`src/rtl/osd_cmd_arbiter_if.sv`:
```
// rtl/osd_cmd_arbiter_if.sv - requester-side and OSD-side signal bundle for osd_cmd_arbiter
interface osd_cmd_arbiter_if;
  logic [1:0]  rq_req;
  logic [1:0]  rq_gnt;
  logic [1:0]  rq_valid;
  logic [1:0]  rq_last;
  logic [15:0] rq_din0;
  logic [15:0] rq_din1;
  logic [1:0]  rq_ready;
  logic        io_osd;
  logic        io_strobe;
  logic [15:0] io_din;

  modport master (
    output rq_req, rq_valid, rq_last, rq_din0, rq_din1,
    input  rq_gnt, rq_ready, io_osd, io_strobe, io_din
  );

  modport slave (
    input  rq_req, rq_valid, rq_last, rq_din0, rq_din1,
    output rq_gnt, rq_ready, io_osd, io_strobe, io_din
  );
endinterface

```
`src/rtl/osd_cmd_arbiter.sv`:
```
// rtl/osd_cmd_arbiter.sv - two-port round-robin OSD command bus arbiter with strobe timing
// Optional stall timeout: OSD_ARB_TIMEOUT_EN
module osd_cmd_arbiter #(
  parameter int STB_HI  = 2,
  parameter int STB_LO  = 2,
  parameter int REL_GAP = 4,
  parameter int TIMEOUT = 1024
) (
  input  logic             clk_sys,
  input  logic             reset,
  osd_cmd_arbiter_if.slave bus,
  output logic             osd_on,
  output logic             busy
`ifdef OSD_ARB_TIMEOUT_EN
  ,
  output logic             timeout_err
`endif
);

  // One counter serves strobe phases, the release gap and the WAIT stall timer.
  localparam int MAX_A = (STB_HI > STB_LO) ? STB_HI : STB_LO;
  localparam int MAX_B = (REL_GAP > TIMEOUT) ? REL_GAP : TIMEOUT;
  localparam int MAXP  = (MAX_A > MAX_B) ? MAX_A : MAX_B;
  localparam int CW    = $clog2(MAXP) + 1;

  typedef enum logic [2:0] {IDLE, WAIT, STB_H, STB_L, REL} state_t;

  state_t        state, state_nxt;
  logic [CW-1:0] cnt, cnt_nxt;
  logic [1:0]    gnt;
  logic          last_srv;
  logic          last_flag;
  logic          first_flag;
  logic          osd_r;
  logic [15:0]   din_r;

  logic          win_idx;
  logic [1:0]    win;
  logic          accept;
  logic [15:0]   word;
  logic          word_last;

  assign win_idx   = (bus.rq_req == 2'b11) ? ~last_srv : bus.rq_req[1];
  assign win       = win_idx ? 2'b10 : 2'b01;
  assign accept    = (state == WAIT) && (|(bus.rq_valid & gnt));
  assign word      = gnt[1] ? bus.rq_din1 : bus.rq_din0;
  assign word_last = |(bus.rq_last & gnt);

  always_ff @(posedge clk_sys) begin
    if (reset) begin
      state <= IDLE;
      cnt   <= '0;
    end else begin
      state <= state_nxt;
      cnt   <= cnt_nxt;
    end
  end

  always_comb begin
    state_nxt = state;
    cnt_nxt   = cnt;
    case (state)
      IDLE: begin
        if (|bus.rq_req) begin
          state_nxt = WAIT;
          cnt_nxt   = '0;
        end
      end
      WAIT: begin
        if (accept) begin
          state_nxt = STB_H;
          cnt_nxt   = CW'(STB_HI - 1);
        end
`ifdef OSD_ARB_TIMEOUT_EN
        else if (cnt == CW'(TIMEOUT - 1)) begin
          state_nxt = REL;
          cnt_nxt   = CW'(REL_GAP - 1);
        end else begin
          cnt_nxt = cnt + CW'(1);
        end
`endif
      end
      STB_H: begin
        if (cnt == '0) begin
          state_nxt = STB_L;
          cnt_nxt   = CW'(STB_LO - 1);
        end else begin
          cnt_nxt = cnt - CW'(1);
        end
      end
      STB_L: begin
        if (cnt == '0) begin
          if (last_flag) begin
            state_nxt = REL;
            cnt_nxt   = CW'(REL_GAP - 1);
          end else begin
            state_nxt = WAIT;
            cnt_nxt   = '0;
          end
        end else begin
          cnt_nxt = cnt - CW'(1);
        end
      end
      REL: begin
        if (cnt == '0) begin
          state_nxt = IDLE;
        end else begin
          cnt_nxt = cnt - CW'(1);
        end
      end
      default: state_nxt = IDLE;
    endcase
  end

  always_ff @(posedge clk_sys) begin
    if (reset) begin
      gnt        <= '0;
      osd_r      <= 1'b0;
      din_r      <= '0;
      osd_on     <= 1'b0;
      last_srv   <= 1'b1;
      last_flag  <= 1'b0;
      first_flag <= 1'b0;
    end else begin
      if (state == IDLE && (|bus.rq_req)) begin
        gnt        <= win;
        osd_r      <= 1'b1;
        last_srv   <= win_idx;
        first_flag <= 1'b1;
      end
      if (accept) begin
        din_r      <= word;
        last_flag  <= word_last;
        first_flag <= 1'b0;
        // Only the command word of a transaction can toggle the shadow enable.
        if (first_flag && word[7:4] == 4'h4) begin
          osd_on <= word[0];
        end
      end
      if (state != REL && state_nxt == REL) begin
        gnt   <= '0;
        osd_r <= 1'b0;
      end
    end
  end

`ifdef OSD_ARB_TIMEOUT_EN
  always_ff @(posedge clk_sys) begin
    if (reset) begin
      timeout_err <= 1'b0;
    end else if (state == WAIT && state_nxt == REL) begin
      timeout_err <= 1'b1;
    end
  end
`endif

  assign bus.rq_gnt    = gnt;
  assign bus.rq_ready  = (state == WAIT) ? gnt : 2'b00;
  assign bus.io_osd    = osd_r;
  assign bus.io_strobe = (state == STB_H);
  assign bus.io_din    = din_r;
  assign busy          = (state != IDLE);

endmodule

```
`src/flat_wrapper.sv`:
```
// flat-port wrapper written by rule: the top's interface ports become plain ports
module osd_cmd_arbiter_flat 
#(
  parameter int STB_HI  = 2,
  parameter int STB_LO  = 2,
  parameter int REL_GAP = 4,
  parameter int TIMEOUT = 1024
)
  (clk_sys, reset, osd_on, busy, bus_rq_req, bus_rq_valid, bus_rq_last, bus_rq_din0, bus_rq_din1, bus_rq_gnt, bus_rq_ready, bus_io_osd, bus_io_strobe, bus_io_din);
  osd_cmd_arbiter_if bus_i ();
  input  logic clk_sys;
  input  logic reset;
  output logic osd_on;
  output logic busy;
  input wire logic [$bits(bus_i.rq_req)-1:0] bus_rq_req;
  input wire logic [$bits(bus_i.rq_valid)-1:0] bus_rq_valid;
  input wire logic [$bits(bus_i.rq_last)-1:0] bus_rq_last;
  input wire logic [$bits(bus_i.rq_din0)-1:0] bus_rq_din0;
  input wire logic [$bits(bus_i.rq_din1)-1:0] bus_rq_din1;
  output wire logic [$bits(bus_i.rq_gnt)-1:0] bus_rq_gnt;
  output wire logic [$bits(bus_i.rq_ready)-1:0] bus_rq_ready;
  output wire logic [$bits(bus_i.io_osd)-1:0] bus_io_osd;
  output wire logic [$bits(bus_i.io_strobe)-1:0] bus_io_strobe;
  output wire logic [$bits(bus_i.io_din)-1:0] bus_io_din;
  assign bus_i.rq_req = bus_rq_req;
  assign bus_i.rq_valid = bus_rq_valid;
  assign bus_i.rq_last = bus_rq_last;
  assign bus_i.rq_din0 = bus_rq_din0;
  assign bus_i.rq_din1 = bus_rq_din1;
  assign bus_rq_gnt = bus_i.rq_gnt;
  assign bus_rq_ready = bus_i.rq_ready;
  assign bus_io_osd = bus_i.io_osd;
  assign bus_io_strobe = bus_i.io_strobe;
  assign bus_io_din = bus_i.io_din;
  osd_cmd_arbiter #(.STB_HI(STB_HI), .STB_LO(STB_LO), .REL_GAP(REL_GAP), .TIMEOUT(TIMEOUT)) u_core (.clk_sys(clk_sys), .reset(reset), .bus(bus_i), .osd_on(osd_on), .busy(busy));
endmodule
```
`config.mk`:
```
export PLATFORM = sky130hd
export DESIGN_NAME = osd_cmd_arbiter_flat
export DESIGN_NICKNAME = d
export VERILOG_FILES = /design/src/rtl/osd_cmd_arbiter_if.sv /design/src/rtl/osd_cmd_arbiter.sv /design/src/flat_wrapper.sv
export SDC_FILE = /design/constraint.sdc
export NUM_CORES = 1
export LEC_CHECK = 0
export CORE_MARGIN = 2
export CORE_UTILIZATION = 41
export DETAILED_ROUTE_END_ITERATION = 16
export PLACE_DENSITY = 0.73
export SKIP_CTS_REPAIR_TIMING = 1
export SYNTH_ARGS = -nofsm -noshare
export SYNTH_HDL_FRONTEND = slang
export SYNTH_SLANG_ARGS = --single-unit
```
`constraint.sdc`:
```
create_clock -name clk_sys -period 2 [get_ports clk_sys]
set_clock_uncertainty 0.05 [all_clocks]
set_input_delay 0.4 -clock clk_sys [delete_from_list [all_inputs] [get_ports clk_sys]]
set_output_delay 0.4 -clock clk_sys [all_outputs]
set_load 0.02 [all_outputs]
```
==> results of run 1 <==
[state kept, by name (all words and copies together), names as in the netlist]
| signal | cells |
|---|---|
| u_core.bus.io_din | 16 |
| u_core.cnt | 11 |
| u_core.state | 3 |
| u_core.bus.rq_gnt | 2 |
| u_core.bus.io_osd | 1 |
| u_core.first_flag | 1 |
| u_core.last_flag | 1 |
| u_core.last_srv | 1 |
| u_core.osd_on | 1 |
[through the flow]
stage / worst slack [ps] / utilization [%] / hold WS [ps] / instance area (sq um) / power [mW]
floorplan: -97.39 / - / 417.8 / 1867 / 1.340
global placement: -109.7 / 62.53 / 413.5 / 2723 / 1.662
detailed placement: -118.9 / 62.53 / 423.4 / 2723 / 1.673
CTS: -169.9 / 64.22 / 439.5 / 2796 / 2.155
global route: -88.96 / 65.57 / 467.6 / 2855 / 2.321
finish: -42.15 / 65.57 / 432.1 / 2855 / 2.181
[synthesized netlist by cell type (all sizes together), types with 4 or more instances]
master and instances:
nor2 45, dfxtp 37, a211oi 18, mux2i 16, clkbuf 12, xor2 9
inv 8, nor3 8, nand2 6, nand4 6, a21oi 5, buf 4
[layout make-up]
type,instances,share of cell area (%)
Tap cell,52,2.279
Clock buffer,5,2.410
Sequential cell,37,26.07
Inverter,8,1.052
Clock inverter,1,0.1753
Multi-Input combinational cell,153,37.07
Timing Repair Buffer,91,30.94
[report_power, final]
part | leakage, nW | internal, mW | switching, mW
registers | 0.303 | 0.807 | 0.0491
logic | 0.800 | 0.447 | 0.404
clock network | 0.0399 | 0.229 | 0.245
[layer usage]
layer	global-route usage, %	up-vias
li1	-	947
met1	22.70	821
met2	30.97	54
met3	8.439	4
met4	5.660	0
met5	0	-
[logic make-up (layout without fill, tap and decap cells)]
family / count (synthesis) / in the layout / synth area share (%)
buffers and inverters: 24 / 105 / 5.334
AO/OA/AOI/OAI: 43 / 43 / 18.03
flip-flops: 37 / 37 / 39.97
adder cells (fa/ha/maj): 1 / 1 / 0.6751
AND/OR/NAND/NOR: 83 / 83 / 22.48
multiplexers: 17 / 17 / 9.250
XOR/XNOR: 9 / 9 / 4.254
[path summary, 6_finish.rpt]
check / slack (ps) / end / depth (start not counted) / from
setup / recovery: -40 / u_core.cnt[7] / 6 / u_core.cnt[9]
hold reg to reg: 430 / u_core.bus.io_osd / 2 / u_core.bus.io_osd
setup reg to reg: -40 / u_core.cnt[7] / 6 / u_core.cnt[9]
hold / removal: 430 / u_core.bus.io_osd / 2 / u_core.bus.io_osd
[worst register-to-register path: stages (launching register included)]
cell	delay (ps)
sky130_fd_sc_hd__dfxtp_2	320
sky130_fd_sc_hd__or4_4	540
sky130_fd_sc_hd__or4_4	560
sky130_fd_sc_hd__buf_12	160
sky130_fd_sc_hd__nand4_1	100
sky130_fd_sc_hd__xor2_1	150
sky130_fd_sc_hd__nor2_1	60
==> flow_metrics.tcl, run 1 <==
set metrics [dict create \
    critical_path_peak_fanout 8 \
    data_required_time_of_the_critical_path_ps 2130 \
    worst_hold_path_type "flip-flop to flip-flop" \
    buffer_ports.inserted 63 \
    critPathArrivalTime_ps 2170 \
    chipWidth_microns 71.23 \
    layout-drive-gt1-share_pct 18.31 \
    clk_transition_reported_paths_ps 70 \
    cp-end-kind "flip-flop" \
    ys_top_cells_by_area "sky130_fd_sc_hd__dfxtp_1 (40%), sky130_fd_sc_hd__nor2_1 (9.1%), sky130_fd_sc_hd__mux2i_1 (8.6%)" \
    max_cap_violations 0 \
    path_common_cell "sky130_fd_sc_hd__or4_4" \
    drt_pre_antenna_iters 4 \
    post_route_setup_slack_ps -42.15 \
    min_period_ps 2042 \
    transition_at_the_pin_with_the_smallest_max_transition_slack_ps 320.3 \
    fillCellCount 380 \
    clock_sinks 37 \
    synth_top_cell_by_area "sky130_fd_sc_hd__dfxtp_1" \
    nets 337 \
    detailroute.wirelength.met2_microns 2107 \
    routed_met3_length_microns 392 \
    post_syn_area_per_cell_sq_um 8.659 \
    synth-edff-count 0 \
    path_buf_inv 1 \
    floorplan_row_count 24 \
    grt_first_pass_wirelength_microns 7741 \
    drt-initial-drc-count 54 \
    routed_via_density 5.262 \
    synthesis.nets 255 \
    final_common_cell "sky130_fd_sc_hd__clkdlybuf4s50_1" \
    grt_max_degree 38 \
    cts_tree "built" \
    clock.fmax_ghz 0.4897 \
    wl_per_cell_microns 13.10 \
    setup_repair_after_global_routing_missed_its_margin "true" \
    synthArstFlopShare_pct 0 \
    layout.cells.most_common_list "sky130_fd_sc_hd__clkdlybuf4s50_1 (59), sky130_fd_sc_hd__nor2_1 (41), sky130_fd_sc_hd__dfxtp_1 (34)" \
    crit_path_top_delay_cell "sky130_fd_sc_hd__or4_4" \
    detailroute.via_count 1826 \
    number_of_global_route_vias_before_repair 1768 \
    post_synthesis_cell_count 214 \
    dp.cells 340 \
    setup_tns_ps -125.2 \
    die-area_sq_um 5073 \
    drt.antenna.violating_nets 0 \
    failing_checks "setup timing" \
    number_of_levels_the_h_tree_was_split_into 2 \
    dpl.hpwl_microns 3376 \
    flow.area_growth_from_synthesis_pct 54.09 \
    routability_congestion_estimate_from_global_placement 0.7945 \
    die_h_microns 71.23 \
    setup_viol 6 \
    synth_ff_type "sky130_fd_sc_hd__dfxtp_1" \
    postSynthRegisterBits 37 \
    yosys.area.top_type_share_pct 39.97 \
    period_share_pct 102.1 \
    top_metal_layer_carrying_routed_signals "met4" \
    initial_utilization_pct 42.56 \
    critPathTopFamily "simple AND/OR/NAND/NOR gates" \
    drcViolationCount 0 \
    multi_input_comb_area_sq_um 1059 \
    start_kind "flip-flop" \
    hold_viol 0 \
    pwr_density_cell_nw_per_um2 764.0 \
    diodes 0 \
    cts_made_buffers 5 \
    final_cells 347 \
    warnings_from_yosys 0 \
    m1WireLength_microns 2009 \
    crit_path_cell_trace "or4_4, or4_4, buf_12, nand4_1, xor2_1, nor2_1" \
    antenna_found_initial 0 \
    routed_wl_microns 4545 \
    synth-seq-area-share_pct 39.97 \
    relSlewSlack_pct 78.58 \
    final_global_route_overflow_total 0 \
    fp.coreArea_sq_um 4354 \
    io-pin-count 64 \
    seq_area_sq_um 744.5 \
    leakage_power_total_nw 1.143 \
    cts-root-to-sink-buffers 2 \
    synth_area_sq_um 1853 \
    criticalPathCategory "flip-flop to flip-flop" \
    status "finished with violations" \
    power.ir.vdd_worst_mv 0.3690 \
    grt.total_usage_pct 19.02 \
    cts_root_buf "sky130_fd_sc_hd__clkbuf_8" \
    synth.lib_cells_used.distinct 48 \
    delay_of_the_slowest_critical_path_stage_ps 560 \
    count_of_final_max_slew_check_failures 0 \
    insertion_delay_ps 280 \
]
No activity file was read; power rests on OpenSTA's default activity.
==> run 2, diff against run 1 <==
CORE_MARGIN = unset   (was 2)
RECOVER_POWER = 50   (was unset)
==> run 2 against run 1 <==
Compared with the run above:
- the flow still finishes with violations (setup timing)
- critical path depth is 2 lower
- first-iteration DRC count grew to 2.6 times the previous value
- design area is 0.57% higher
- hold slack better by 11 ps
- global-route usage is 0.27 points higher
- register-to-register slack better by 30 ps
- non-clock buffer count is 4 lower
- wire length is 2.2% higher
- power is 11% higher
- sequential cell count stayed put
- critical endpoint is now u_core.cnt[0]
- highest routed layer unchanged
==> flow_metrics.tcl, run 2 (synthesis gave the netlist of run 1 again) <==
set metrics [dict create \
    grt_first_pass_wirelength_microns 7548 \
    routed_via_density 5.326 \
    drcViolationCount 0 \
    worstSetupStartpoint "u_core.cnt[7]" \
    leakage_power_total_nw 1.176 \
    critical_path_peak_fanout 5 \
    cp-end-kind "flip-flop" \
    antenna_found_initial 0 \
    setup_repair_after_global_routing_missed_its_margin "true" \
    clk_transition_reported_paths_ps 80 \
    number_of_flip_flops_in_the_largest_register 16 \
    relSlewSlack_pct 67.16 \
    r2r_cells 4 \
    number_of_levels_the_h_tree_was_split_into 2 \
    rrSetupSlack_ps -10 \
    max_cap_violations 0 \
    critPathArrivalTime_ps 2160 \
    cts-root-to-sink-buffers 2 \
    die-area_sq_um 4792 \
    grt_max_degree 38 \
    layout.cells.most_common_list "sky130_fd_sc_hd__nor2_1 (41), sky130_fd_sc_hd__clkdlybuf4s50_1 (41), sky130_fd_sc_hd__dfxtp_1 (36)" \
    fp.coreArea_sq_um 4354 \
    buffer_ports.inserted 63 \
    clock.fmax_ghz 0.4972 \
    detailroute.via_count 1848 \
    grt.total_usage_pct 19.29 \
    dpl.hpwl_microns 3187 \
    clock_sinks 37 \
    initial_utilization_pct 42.56 \
    die_h_microns 69.23 \
    hold_viol 0 \
    pwr_density_cell_nw_per_um2 840.7 \
    timing.rr.start "u_core.cnt[7]" \
    failing_checks "setup timing" \
    drt-initial-drc-count 142 \
    data_required_time_of_the_critical_path_ps 2150 \
    nets 335 \
    dp.cells 335 \
    min_period_ps 2011 \
    r2r-end "u_core.cnt[0]" \
    power.ir.vdd_worst_mv 0.4610 \
    drt_pre_antenna_iters 4 \
    drt.antenna.violating_nets 0 \
    wl_per_cell_microns 13.39 \
    routed_wl_microns 4646 \
    diodes 0 \
    insertion_delay_ps 290 \
    worst_hold_startpoint "u_core.bus.io_osd" \
    worst_hold_path_type "flip-flop to flip-flop" \
    layout-drive-gt1-share_pct 17.29 \
    chipWidth_microns 69.23 \
    final_cells 347 \
    floorplan_row_count 24 \
    period_share_pct 100.6 \
    setup_viol 1 \
    routability_congestion_estimate_from_global_placement 0.8606 \
    status "finished with violations" \
    finalPower_mw 2.414 \
    cts_tree "built" \
    io-pin-count 64 \
    post_route_setup_slack_ps -11.38 \
    criticalPathCategory "flip-flop to flip-flop" \
    start_kind "flip-flop" \
    transition_at_the_pin_with_the_smallest_max_transition_slack_ps 491.1 \
    cts_root_buf "sky130_fd_sc_hd__clkbuf_8" \
    flow.area_growth_from_synthesis_pct 54.96 \
    timing.critical_path.to "u_core.cnt[0]" \
    count_of_final_max_slew_check_failures 0 \
    number_of_global_route_vias_before_repair 1780 \
    final_global_route_overflow_total 0 \
    cts_made_buffers 5 \
]
-- run 2: cell types whose count changed in the layout (fill, tap and decap cells not counted), moves of 2 or more --
| cell | before | now |
|---|---|---|
| sky130_fd_sc_hd__dfxtp_2 | 3 | 1 |
| sky130_fd_sc_hd__clkbuf_1 | 0 | 2 |
| sky130_fd_sc_hd__dlygate4sd3_1 | 0 | 18 |
| sky130_fd_sc_hd__clkdlybuf4s50_1 | 59 | 41 |
| sky130_fd_sc_hd__buf_4 | 24 | 19 |
| sky130_fd_sc_hd__dfxtp_1 | 34 | 36 |
-- run 2: worst max-delay path: stages (launching register included) --
cell and delay [ps]:
sky130_fd_sc_hd__dfxtp_1 310, sky130_fd_sc_hd__or4_4 550, sky130_fd_sc_hd__or4_4 560, sky130_fd_sc_hd__and2_4 180
sky130_fd_sc_hd__a311oi_2 260
-- run 2: area by class of cell --
type | instances | area [sq um]
sequential | 37 | 742.0
timing repair buffer | 87 | 832.0
fill | 354 | 1483
clock inverter | 2 | 37.54
multi-input combinational | 155 | 1082
tap | 52 | 65.06
clock buffer | 6 | 82.58
inverter | 8 | 30.03
-- run 2: where the power goes --
| group | internal [mW] | switching [mW] |
|---|---|---|
| clock | 0.405 | 0.267 |
| sequential | 0.806 | 0.0489 |
| combinational | 0.452 | 0.434 |
| total | 1.66 | 0.750 |
-- run 2: how the worst min path moves through the flow --
stage / slack [ps] / to / cells past startpoint
finish: 440 / u_core.bus.io_osd / 2
global route: 470 / u_core.bus.io_din[8] / 2
CTS: 450 / u_core.bus.io_din[10] / 2
detailed placement: 430 / u_core.bus.io_osd / 2
global placement: 410 / u_core.bus.io_osd / 2
floorplan: 420 / u_core.cnt[9] / 2
-- run 2: stage by stage --
step           util, %  hold WS [ps]  TNS (ps)  worst slack, ps  area (sq um)
3_5_place_dp     61.38         431.4    -497.5           -124.2          2673
2_1_floorplan        -         417.8    -690.0           -97.39          1867
3_3_place_gp     61.38         406.3    -438.9           -98.30          2673
5_1_grt          65.95         472.8    -225.8           -97.41          2872
6_report         65.95         442.7    -11.38           -11.38          2872
4_1_cts          64.14         452.2     -1557           -227.6          2793
-- run 2: per-layer routing --
layer | global-route usage [%] | vias to the layer above | wire, microns
met2 | 31.82 | 59 | 2180
li1 | - | 947 | -
met3 | 7.558 | 12 | 385
met1 | 22.61 | 830 | 1950
met5 | 0 | - | 0
met4 | 7.029 | 0 | 129
